--- src/rtl/coin_hopper.sv ---
// Coin hopper payout controller.
// Takes a coin-count request from the game FSM and pulses the hopper motor
// one coin at a time. Each coin is confirmed by the synchronised exit sensor.
// Missing coins are retried a limited number of times, after which the block
// parks in JAM until the operator clears it.
module coin_hopper #(
    parameter int AMT_W       = 8,
    parameter int PULSE_CYC   = 4,
    parameter int ACK_TIMEOUT = 16,
    parameter int MAX_RETRY   = 2
) (
    input  logic             clk_i,
    input  logic             clrb_i,
    input  logic             pay_req_i,
    input  logic [AMT_W-1:0] pay_amt_i,
    input  logic             coin_sense_i,
    input  logic             jam_clr_i,
    output logic             pay_busy_o,
    output logic             motor_o,
    output logic             done_o,
    output logic             jam_o,
    output logic [AMT_W-1:0] coins_left_o,
    output logic [AMT_W-1:0] paid_cnt_o
);

    localparam int PW = (PULSE_CYC > 1) ? $clog2(PULSE_CYC) : 1;
    localparam int TW = (ACK_TIMEOUT > 1) ? $clog2(ACK_TIMEOUT) : 1;
    localparam int RW = (MAX_RETRY > 0) ? $clog2(MAX_RETRY + 1) : 1;

    localparam logic [PW-1:0] PULSE_LAST = PW'(PULSE_CYC - 1);
    localparam logic [TW-1:0] TIMER_LAST = TW'(ACK_TIMEOUT - 1);
    localparam logic [RW-1:0] RETRY_LAST = RW'(MAX_RETRY);

    typedef enum logic [2:0] {
        S_IDLE,
        S_LOAD,
        S_DRIVE,
        S_WAIT,
        S_JAM,
        S_DONE
    } state_e;

    state_e state_q, state_d;

    logic             sync1_q, sync2_q, sync3_q;
    logic [AMT_W-1:0] coins_left_q, coins_left_d;
    logic [AMT_W-1:0] paid_cnt_q, paid_cnt_d;
    logic [RW-1:0]    retry_q, retry_d;
    logic [TW-1:0]    timer_q, timer_d;
    logic [PW-1:0]    pulse_q, pulse_d;
    logic             gap_q, gap_d;

    logic sense_event;
    logic last_coin;
    logic pulse_end;
    logic timeout;
    logic retry_max;

    // Coin sensor synchroniser plus one history flop for rising-edge detection
    always_ff @(posedge clk_i or negedge clrb_i) begin
        if (!clrb_i) begin
            sync1_q <= 1'b0;
            sync2_q <= 1'b0;
            sync3_q <= 1'b0;
        end else begin
            sync1_q <= coin_sense_i;
            sync2_q <= sync1_q;
            sync3_q <= sync2_q;
        end
    end

    // A coin only counts while a payout is actively dispensing or jammed;
    // a held-high sensor yields a single rising edge and so a single count.
    // The gap cycle after a confirmed coin keeps the motor low between pulses.
    always_comb begin
        sense_event = sync2_q && !sync3_q &&
                      ((state_q == S_DRIVE) || (state_q == S_WAIT) || (state_q == S_JAM));
        last_coin   = (coins_left_q == AMT_W'(1));
        pulse_end   = !gap_q && (pulse_q == PULSE_LAST);
        timeout     = (timer_q == TIMER_LAST);
        retry_max   = (retry_q == RETRY_LAST);
    end

    // State register
    always_ff @(posedge clk_i or negedge clrb_i) begin
        if (!clrb_i) begin
            state_q <= S_IDLE;
        end else begin
            state_q <= state_d;
        end
    end

    // Next-state logic; a sense event always takes priority over timers and jam_clr
    always_comb begin
        state_d = state_q;
        unique case (state_q)
            S_IDLE: begin
                if (pay_req_i) state_d = S_LOAD;
            end
            S_LOAD: begin
                state_d = (coins_left_q == '0) ? S_DONE : S_DRIVE;
            end
            S_DRIVE: begin
                if (sense_event)    state_d = last_coin ? S_DONE : S_DRIVE;
                else if (pulse_end) state_d = S_WAIT;
            end
            S_WAIT: begin
                if (sense_event)  state_d = last_coin ? S_DONE : S_DRIVE;
                else if (timeout) state_d = retry_max ? S_JAM : S_DRIVE;
            end
            S_JAM: begin
                if (sense_event && last_coin) state_d = S_DONE;
                else if (jam_clr_i)           state_d = S_DRIVE;
            end
            S_DONE: begin
                state_d = S_IDLE;
            end
            default: state_d = S_IDLE;
        endcase
    end

    // Datapath next values: coin counters, retry count, wait timer, pulse timer
    always_comb begin
        coins_left_d = coins_left_q;
        paid_cnt_d   = paid_cnt_q;
        retry_d      = retry_q;
        timer_d      = '0;
        pulse_d      = '0;
        gap_d        = 1'b0;

        if ((state_q == S_IDLE) && pay_req_i) begin
            coins_left_d = pay_amt_i;
            paid_cnt_d   = '0;
            retry_d      = '0;
        end

        if (sense_event) begin
            coins_left_d = coins_left_q - AMT_W'(1);
            paid_cnt_d   = paid_cnt_q + AMT_W'(1);
            retry_d      = '0;
        end else if ((state_q == S_WAIT) && timeout && !retry_max) begin
            retry_d = retry_q + RW'(1);
        end else if ((state_q == S_JAM) && jam_clr_i) begin
            retry_d = '0;
        end

        if ((state_q == S_WAIT) && (state_d == S_WAIT)) begin
            timer_d = timer_q + TW'(1);
        end

        if (state_d == S_DRIVE) begin
            if ((state_q != S_DRIVE) || sense_event) begin
                gap_d = sense_event;
            end else if (gap_q) begin
                gap_d = 1'b0;
            end else begin
                pulse_d = pulse_q + PW'(1);
            end
        end
    end

    // Datapath registers
    always_ff @(posedge clk_i or negedge clrb_i) begin
        if (!clrb_i) begin
            coins_left_q <= '0;
            paid_cnt_q   <= '0;
            retry_q      <= '0;
            timer_q      <= '0;
            pulse_q      <= '0;
            gap_q        <= 1'b0;
        end else begin
            coins_left_q <= coins_left_d;
            paid_cnt_q   <= paid_cnt_d;
            retry_q      <= retry_d;
            timer_q      <= timer_d;
            pulse_q      <= pulse_d;
            gap_q        <= gap_d;
        end
    end

    // Moore outputs decoded from the current state
    always_comb begin
        pay_busy_o   = (state_q != S_IDLE);
        motor_o      = (state_q == S_DRIVE) && !gap_q;
        done_o       = (state_q == S_DONE);
        jam_o        = (state_q == S_JAM);
        coins_left_o = coins_left_q;
        paid_cnt_o   = paid_cnt_q;
    end

endmodule

--- config.mk ---
export PLATFORM = sky130hd
export DESIGN_NAME = coin_hopper
export DESIGN_NICKNAME = d
export VERILOG_FILES = /design/src/rtl/coin_hopper.sv
export SDC_FILE = /design/constraint.sdc
export NUM_CORES = 1
export LEC_CHECK = 0
export ABC_AREA = 0
export CAP_MARGIN = 20
export CELL_PAD_IN_SITES_DETAIL_PLACEMENT = 0
export CELL_PAD_IN_SITES_GLOBAL_PLACEMENT = 1
export CORE_ASPECT_RATIO = 2
export CORE_MARGIN = 2
export CORE_UTILIZATION = 35
export DETAILED_ROUTE_END_ITERATION = 6
export PLACE_DENSITY = 0.78
export SYNTH_ARGS = -nofsm -noshare
export SYNTH_HDL_FRONTEND = slang
export SYNTH_SLANG_ARGS = --single-unit
--- constraint.sdc ---
create_clock -name clk_i -period 1.65 [get_ports clk_i]
set_input_delay 0.33 -clock clk_i [delete_from_list [all_inputs] [get_ports clk_i]]
set_output_delay 0.33 -clock clk_i [all_outputs]
set_load 0.03 [all_outputs]
# == Word-level counts from Yosys, hierarchy flattened ==
# Cells that the tools add are included.
# totals
regBits,31
latchBits,0
ramBits,0
mem_bits_ro,0
inputBits,13
out_inout_bits,20
wordCells,73
memories,0
# classes
n_addsub,5
n_mul,0
n_div,0
n_lt_le_gt_ge,0
n_eq_ne,12
shifts,0
mux,25
bitwise,0
n_reduce_logical,21
# ops
op,count
$mux 8,4
$mux 3,10
$pmux 3 s5,1
$mux 2,7
$eq 3x2->1 const B,4
$logic_and 1x1->1,10
$add 8x1->8 const B,1
$eq 8x1->1 const B,1
$logic_not 8->1,1
$sub 8x1->8 const B,1
$eq 3x3->1 const B,2
$add 2x1->2 const B,2
$add 4x1->4 const B,1
$eq 2x2->1 const B,2
$eq 4x4->1 const B,1
$mux 4,1
$reduce_bool 4->1,1
$eq 3x1->1 const B,1
$logic_not 1->1,3
$logic_not 3->1,1
$logic_or 1x1->1,3
$ne 3x2->1 const B,1
$reduce_bool 3->1,1
$mux 1,2
$reduce_bool 2->1,1

# == Logic depth before layout (Yosys ltp) ==
# Gate-level depths: netlist of the first run.
# depth
word_depth,10
depth_mapped,6
ltp_nobuf,6

# == Worst setup path before layout of the first run ==
# Ideal clock, no wire load.
# synth_timing
kind,register to register
from,"reg coins_left_q[2], in the netlist coins_left_o[2]"
to,reg state_q[0]
setup_ns,0.080
arrival_ns,1.873
required_time_ns,1.570
path_slack_ns,-0.303
stages_incl_launch_ff,5
n_path_buf,0
period_less_slack_ns,1.953
path_cell_list,dfrtp_1 -> or4_4 -> or3_4 -> or3_4 -> o211ai_2
# synth_via
elab_chain_cells,4
word_cells_on_any_way,9
cone_classes,1 x eq/ne; 6 x mux; 2 x reduce/logical
# synth_rtl
item,line,source
from (decl),46,"logic [AMT_W-1:0] coins_left_q, coins_left_d;"
from (signal assigned),172,coins_left_q <= coins_left_d;
$eq 8x1->1,78,last_coin = (coins_left_q == AMT_W'(1));
$mux 3 or $logic_and 1x1->1 (tied branches),"104, 108, 112",
$mux 3 (on tied branches),"108, 104, 112",
$pmux 3 s5 *,96,unique case (state_q)
via state_d[0],43,"state_e state_q, state_d;"
to (signal assigned),89,state_q <= state_d;
to (decl),43,
# The timed path passes the listed nets; every way through them passes the cells marked *.
# A chain may end at the register's enable or synchronous reset.

# == Worst setup path after layout of the first run ==
# layout_timing
from,reg state_q[2]
to,out motor_o
# layout_via
elab_chain_cells,2
# layout_rtl
item,line,source
$eq 3x2->1,184,motor_o = (state_q == S_DRIVE) && !gap_q;
$logic_and 1x1->1,184,
to (decl),19,"output logic motor_o,"
# No other way between the ends.

==> flow_summary_export.csv, run 1 <==
group,metric,value,unit
status,status,"complete, but fails checks",
status,failed_checks,"setup timing",
critical_path,path_max_fanout,4,
cells_and_area,drive_gt1_share,37.6,%
synthesis,ys.flop_type,"dfrtp_1",
placement,post-place-cells,270,
clocking,cts_tree,"done",
cells_and_area,area_delta_synth_final,58.3,%
synthesis,ys_seq_area_share,46.6,%
global_route,grt_max_degree,32,
sta,period_share,110,%
cells_and_area,final_cell_area,2630,um2
critical_path,r2r_setup_slack,-0.14,ns
cells_and_area,antenna_cells,0,
synthesis,synth_top_area_share,46.6,%
clocking,holdBufCountCts,0,
pwr,p_per_area,1490,nW/um2
synthesis,ys_warn_count,0,
routing,drc,0,
clocking,clk_latency,0.28,ns
die,die_y,102,um
critical_path,worst-setup-path-type,"flip-flop to output pin",
sta,max_freq,551,MHz
sta,finClkSkew,0.00435,ns
sta,relSlewSlack,72.7,%
placement,dp_hpwl,3.37,mm
critical_path,end_kind,"output pin",
die,die_w,52.8,um
sta,worst_pin_slew,0.410,ns
routing,ant_nets,0,
die,ios,33,
critical_path,reg2reg_from,"coins_left_o[2]",
synthesis,synth.area.top_cells,"dfrtp_1, ha_1, a21oi_1",
clocking,root_buffer,"clkbuf_8",
clocking,h-tree-depth,2,
critical_path,cp.required,1.32,ns
pwr,irDropWorstVdd,1110,uV
placement,finalWeightedCongestion,0.872,
sta,final-setup-viol-count,20,
critical_path,timing.rr.end,"state_q[2]",
synthesis,syn_inst,165,
global_route,grt_pass1_vias,1732,
global_route,grt_pass1_wl,8.02,mm
worst_hold_path,whs_endpoint,"sync2_q",
clocking,cts-buffers-inserted,5,
sta,slew_viol_final,0,
critical_path,crit_path_max_incr_delay,0.44,ns
synthesis,synth_cell_types,49,
flow_run,drv_cap,0,
routing,drt_iter0_drc,40,
worst_hold_path,hold_class,"flip-flop to flip-flop",
routing,drt_first_pass_iters,4,
cells_and_area,finalNetCount,256,
clocking,ctsLongestPathBuffers,2,
sta,final-hold-violation-count,0,
critical_path,cp_common_cell,"buf_6",
synthesis,synth-edff-count,0,
pwr,power.leakage,1.16,nW
critical_path,path_cells,"buf_6 > nand2b_4 > or3_4 > inv_2 > buf_6",
sta,worst_hold_slack,0.363,ns
die,core.rowCount,35,
synthesis,synth-seq-cells,31,
routing,via_count,1601,
routing,wirelength,4.89,mm
routing,routedWlPerCell,16.8,um
sta,setup_ws,-0.166,ns
clocking,clkSlewWorstSetupHoldPaths,0.07,ns
placement,place_area,2230,um2
global_route,grt.total_usage,20.1,%
global_route,grt-ovfl-total,0,
critical_path,r2r_cells,4,
critical_path,cp-start-kind,"flip-flop",
die,dieArea,5360,um2
die,core_region_area,4600,um2
synthesis,ys_async_sr_fraction,100,%
sta,min_period,1.82,ns
die,start_util,36.2,%
critical_path,arrival,1.49,ns
critical_path,critPathTopFamily,"simple AND/OR/NAND/NOR gates",
global_route,grt_antenna_before_repair,0,
worst_hold_path,min_path_cells,0,
routing,via_per_inst,5.48,
cells_and_area,stdcell_count,292,
critical_path,cp_num_buf_inv,3,
synthesis,avgSynthCellArea,10.1,um2
sta,grt_setup_unrepaired,"true",
worst_hold_path,hp-start,"sync1_q",
placement,io_buffers,32,
synthesis,synth_top_area_cell,"dfrtp_1",
synthesis,synth_area,1660,um2
critical_path,critPathSlowestCell,"dfrtp_2",
synthesis,synthesis.nets,185,
clocking,cts.sinks,31,
[how the worst max path moves through the flow]
stage	from	endpoint	slack (ns)	depth (start not counted)
floorplan	coins_left_o[2]	state_q[0]	-0.23	4
global placement	pay_req_i	coins_left_o[0]	-0.21	5
detailed placement	pay_req_i	coins_left_o[7]	-0.21	5
CTS	state_q[2]	motor_o	-0.16	5
global route	state_q[2]	motor_o	-0.22	5
finish	state_q[2]	motor_o	-0.17	5
[where the power goes]
group          switching [W]  total [W]  internal (W)
Sequential          0.000242    0.00123      0.000983
Combinational        0.00117    0.00210      0.000927
Clock               0.000307   0.000600      0.000293
Total                0.00172    0.00393       0.00220
[synth_stat cells, types with 2 or more instances]
master and number:
nand3_1 8, nor2b_1 5, o21a_1 4, nand2b_1 5
or2_2 3, nor4_1 3, o211ai_1 5, or3_1 2
clkbuf_1 5, nand4_1 3, o211ai_2 2, mux2i_1 2
a211oi_1 2, a21oi_1 10, nor4b_1 3, dfrtp_1 31
o21ai_0 3, nand2_1 10, o311ai_0 3, and3_1 4
nor3_1 3, nor2_1 10, a31oi_1 2, inv_1 5
ha_1 7, or3_4 2
[registers in the layout, summed over array words and instances, names as in the netlist]
signal,count
sync1_q,1
gap_q,1
retry_q,2
paid_cnt_o,8
timer_q,4
state_q,3
sync3_q,1
coins_left_o,8
pulse_q,2
sync2_q,1
[cells in the final DEF (no fill, tap or decap), types with 3 or more instances in the layout]
master           synthesis  layout
o21a_1                   4       4
buf_4                    1      22
buf_6                    0      18
clkdlybuf4s50_1          0      12
or3_4                    2       3
inv_1                    5       4
a21oi_2                  0       3
nor2b_1                  5       4
dfrtp_2                  0       3
nand4_1                  3       3
clkbuf_8                 0       5
nand2_1                 10      10
a21oi_1                 10       6
ha_1                     7       7
and3_1                   4       4
nand3_1                  8       7
o211ai_1                 5       5
dfrtp_1                 31      28
nand2b_1                 5       3
nor2_1                  10       8
dlygate4sd2_1            0      16
[per-layer routing]
metal	part of all wire, %	routed length [um]	global-route usage [%]
met5	0	0	0
met4	2.6	129	9.07
met3	3.3	160	2.95
met2	57	2790	36.3
met1	37	1810	22.4
[area by class of cell]
| type | count | area [um2] |
|---|---|---|
| clock buffer | 5 | 68.8 |
| sequential | 31 | 779 |
| tap | 55 | 68.8 |
| inverter | 6 | 27.5 |
| timing repair buffer | 71 | 673 |
| clock inverter | 3 | 20.0 |
| fill | 411 | 1960 |
| multi-input combinational | 121 | 996 |
[logic make-up (layout without fill, tap and decap cells)]
kind of cell	count (synthesis)	in the layout	share of synthesized area (%)
AO/OA/AOI/OAI	40	40	17.6
XOR/XNOR	2	2	1.05
buffers and inverters	13	85	3.23
adder cells (fa/ha/maj)	7	7	5.26
flip-flops	31	31	46.6
multiplexers	2	2	1.20
AND/OR/NAND/NOR	70	70	25.0
[stage by stage]
step	TNS, ns	util [%]	setup WS [ns]	total power [W]
finish	-1.82	57.3	-0.166	0.00393
floorplan	-0.712	-	-0.228	0.00222
CTS	-0.796	53.7	-0.163	0.00378
detailed placement	-2.90	48.4	-0.214	0.00308
global placement	-2.68	48.4	-0.207	0.00302
global route	-3.07	57.3	-0.215	0.00419
[repair_timing]
item,4_1_cts,5_1_grt
setup buffers,7,7
cloned,1,0
pin swaps,10,20
resized for setup,47,30
setup endpoints to repair,34,23
Note: power is estimated with default switching activity, not from simulation.
==> run 2, diff against run 1 <==
--- a/config.mk
+++ b/config.mk
@@ -6,11 +6,11 @@
 export NUM_CORES = 1
 export LEC_CHECK = 0
 export ABC_AREA = 0
+export ABC_CLOCK_PERIOD_IN_PS = 1650
 export CAP_MARGIN = 20
 export CELL_PAD_IN_SITES_DETAIL_PLACEMENT = 0
 export CELL_PAD_IN_SITES_GLOBAL_PLACEMENT = 1
 export CORE_ASPECT_RATIO = 2
-export CORE_MARGIN = 2
 export CORE_UTILIZATION = 35
 export DETAILED_ROUTE_END_ITERATION = 6
 export PLACE_DENSITY = 0.78
==> flow_summary_export.csv, run 2 (synthesis gave the netlist of run 1 again) <==
group,metric,value,unit
sta,worst_pin_slew,0.403,ns
sta,grt_setup_unrepaired,"true",
sta,relSlewSlack,73.2,%
routing,drt_iter0_drc,24,
placement,finalWeightedCongestion,0.858,
sta,max_freq,549,MHz
die,core.rowCount,35,
critical_path,critPathTopFamily,"simple AND/OR/NAND/NOR gates",
worst_hold_path,hold_class,"flip-flop to flip-flop",
cells_and_area,area_delta_synth_final,62.7,%
routing,via_per_inst,5.59,
clocking,cts_tree,"done",
critical_path,arrival,2.03,ns
clocking,cts.sinks,31,
sta,final-hold-violation-count,0,
clocking,clk_latency,0.29,ns
placement,dp_hpwl,3.37,mm
worst_hold_path,hp-start,"sync1_q",
critical_path,cp.required,1.86,ns
sta,finClkSkew,0.00385,ns
sta,final-setup-viol-count,20,
cells_and_area,final_cell_mix,"buf_4, dfrtp_1, dlygate4sd2_1",
sta,min_period,1.82,ns
global_route,grt-ovfl-total,0,
critical_path,crit_path_max_incr_delay,0.54,ns
flow_run,drv_cap,0,
global_route,grt_antenna_before_repair,0,
routing,drt_first_pass_iters,4,
status,status,"complete, but fails checks",
die,die_y,99.5,um
global_route,grt_max_degree,32,
clocking,clkSlewWorstSetupHoldPaths,0.07,ns
placement,place_ws,-0.297,ns
routing,drc,0,
die,dieArea,5050,um2
routing,routedWlPerCell,16.8,um
critical_path,cp_common_cell,"or3_4",
sta,slew_viol_final,0,
cells_and_area,layout_commonest_cell,"buf_4",
global_route,grt_pass1_wl,7.55,mm
status,failed_checks,"setup timing",
die,ios,33,
placement,io_buffers,32,
critical_path,end_kind,"flip-flop",
critical_path,cp-startpoint,"coins_left_o[3]",
cells_and_area,drive_gt1_share,39.9,%
die,die_w,50.8,um
sta,totalNegativeSetupSlack,-1.83,ns
cells_and_area,antenna_cells,0,
global_route,grt.total_usage,20.1,%
critical_path,critPathSlowestCell,"or4_4",
clocking,h-tree-depth,2,
pwr,irDropWorstVdd,1150,uV
critical_path,path_max_fanout,3,
clocking,root_buffer,"clkbuf_8",
critical_path,reg2reg_from,"coins_left_o[3]",
clocking,ctsLongestPathBuffers,2,
pwr,p_per_area,1590,nW/um2
critical_path,cp-start-kind,"flip-flop",
placement,place_area,2240,um2
critical_path,worst-setup-path-type,"flip-flop to flip-flop",
die,core_region_area,4600,um2
critical_path,r2r_setup_slack,-0.17,ns
cells_and_area,final_cell_area,2710,um2
die,start_util,36.2,%
critical_path,path_cells,"or4_4 > or3_4 > or3_4 > o211ai_2",
clocking,cts-buffers-inserted,5,
routing,via_count,1667,
routing,wirelength,5.01,mm
critical_path,cp_num_buf_inv,0,
global_route,grt_pass1_vias,1592,
cells_and_area,finalNetCount,262,
pwr,power.leakage,1.20,nW
routing,ant_nets,0,
sta,setup_ws,-0.171,ns
sta,period_share,110,%
[run 2: cell types whose count changed in the layout (fill, tap and decap cells not counted), sizes merged]
cell         change
buf              +6
clkbuf           +2
clkinvlp         -2
bufinv           +1
dlygate4sd2      -1
[run 2: where the power goes]
part / leakage, nW / total [W] / switching [W] / internal (W)
clock network: 0.0612 / 0.000783 / 0.000295 / 0.000488
logic: 0.746 / 0.00229 / 0.00124 / 0.00105
registers: 0.388 / 0.00124 / 0.000254 / 0.000987
total: 1.20 / 0.00431 / 0.00179 / 0.00253
[run 2: layout make-up]
type	instances	area, um2
clock inverter	2	35.0
fill	416	1890
tap	55	68.8
timing repair buffer	77	699
sequential	31	781
multi-input combinational	121	1010
inverter	6	27.5
clock buffer	6	82.6
[run 2: through the flow]
| stage | hold slack, ns | cells | utilization [%] | total power, W |
|---|---|---|---|---|
| after floorplan | 0.0344 | 165 | - | 0.00222 |
| after global placement | 0.338 | 274 | 48.8 | 0.00310 |
| after detailed placement | 0.346 | 274 | 48.8 | 0.00315 |
| after CTS | 0.362 | 290 | 54.3 | 0.00401 |
| after global routing | 0.371 | 298 | 58.9 | 0.00453 |
| final | 0.355 | 298 | 58.9 | 0.00431 |
[run 2: repair_timing]
| action | 4_1_cts | 5_1_grt |
|---|---|---|
| setup endpoints to repair | 37 | 25 |
| hold buffers | 0 | 0 |
| pin swaps | 8 | 16 |
| cloned | 1 | 0 |
| resized for setup | 42 | 35 |
| buffers inserted | 7 | 8 |
[run 2: path summary, 6_finish.rpt]
check                           cells past startpoint         endpoint
max in group asynchronous                           2       state_q[1]
worst max-delay path                                4       state_q[0]
worst min-delay path                                0          sync2_q
min in group asynchronous                           2  coins_left_o[0]
worst min register to register                      0          sync2_q
worst max register to register                      4       state_q[0]
[run 2: routing by layer]
layer,part of all wire [%],track usage [%]
met4,3.3,9.62
met3,3.6,3.06
met5,0,0
met2,58,37.3
met1,35,21.3
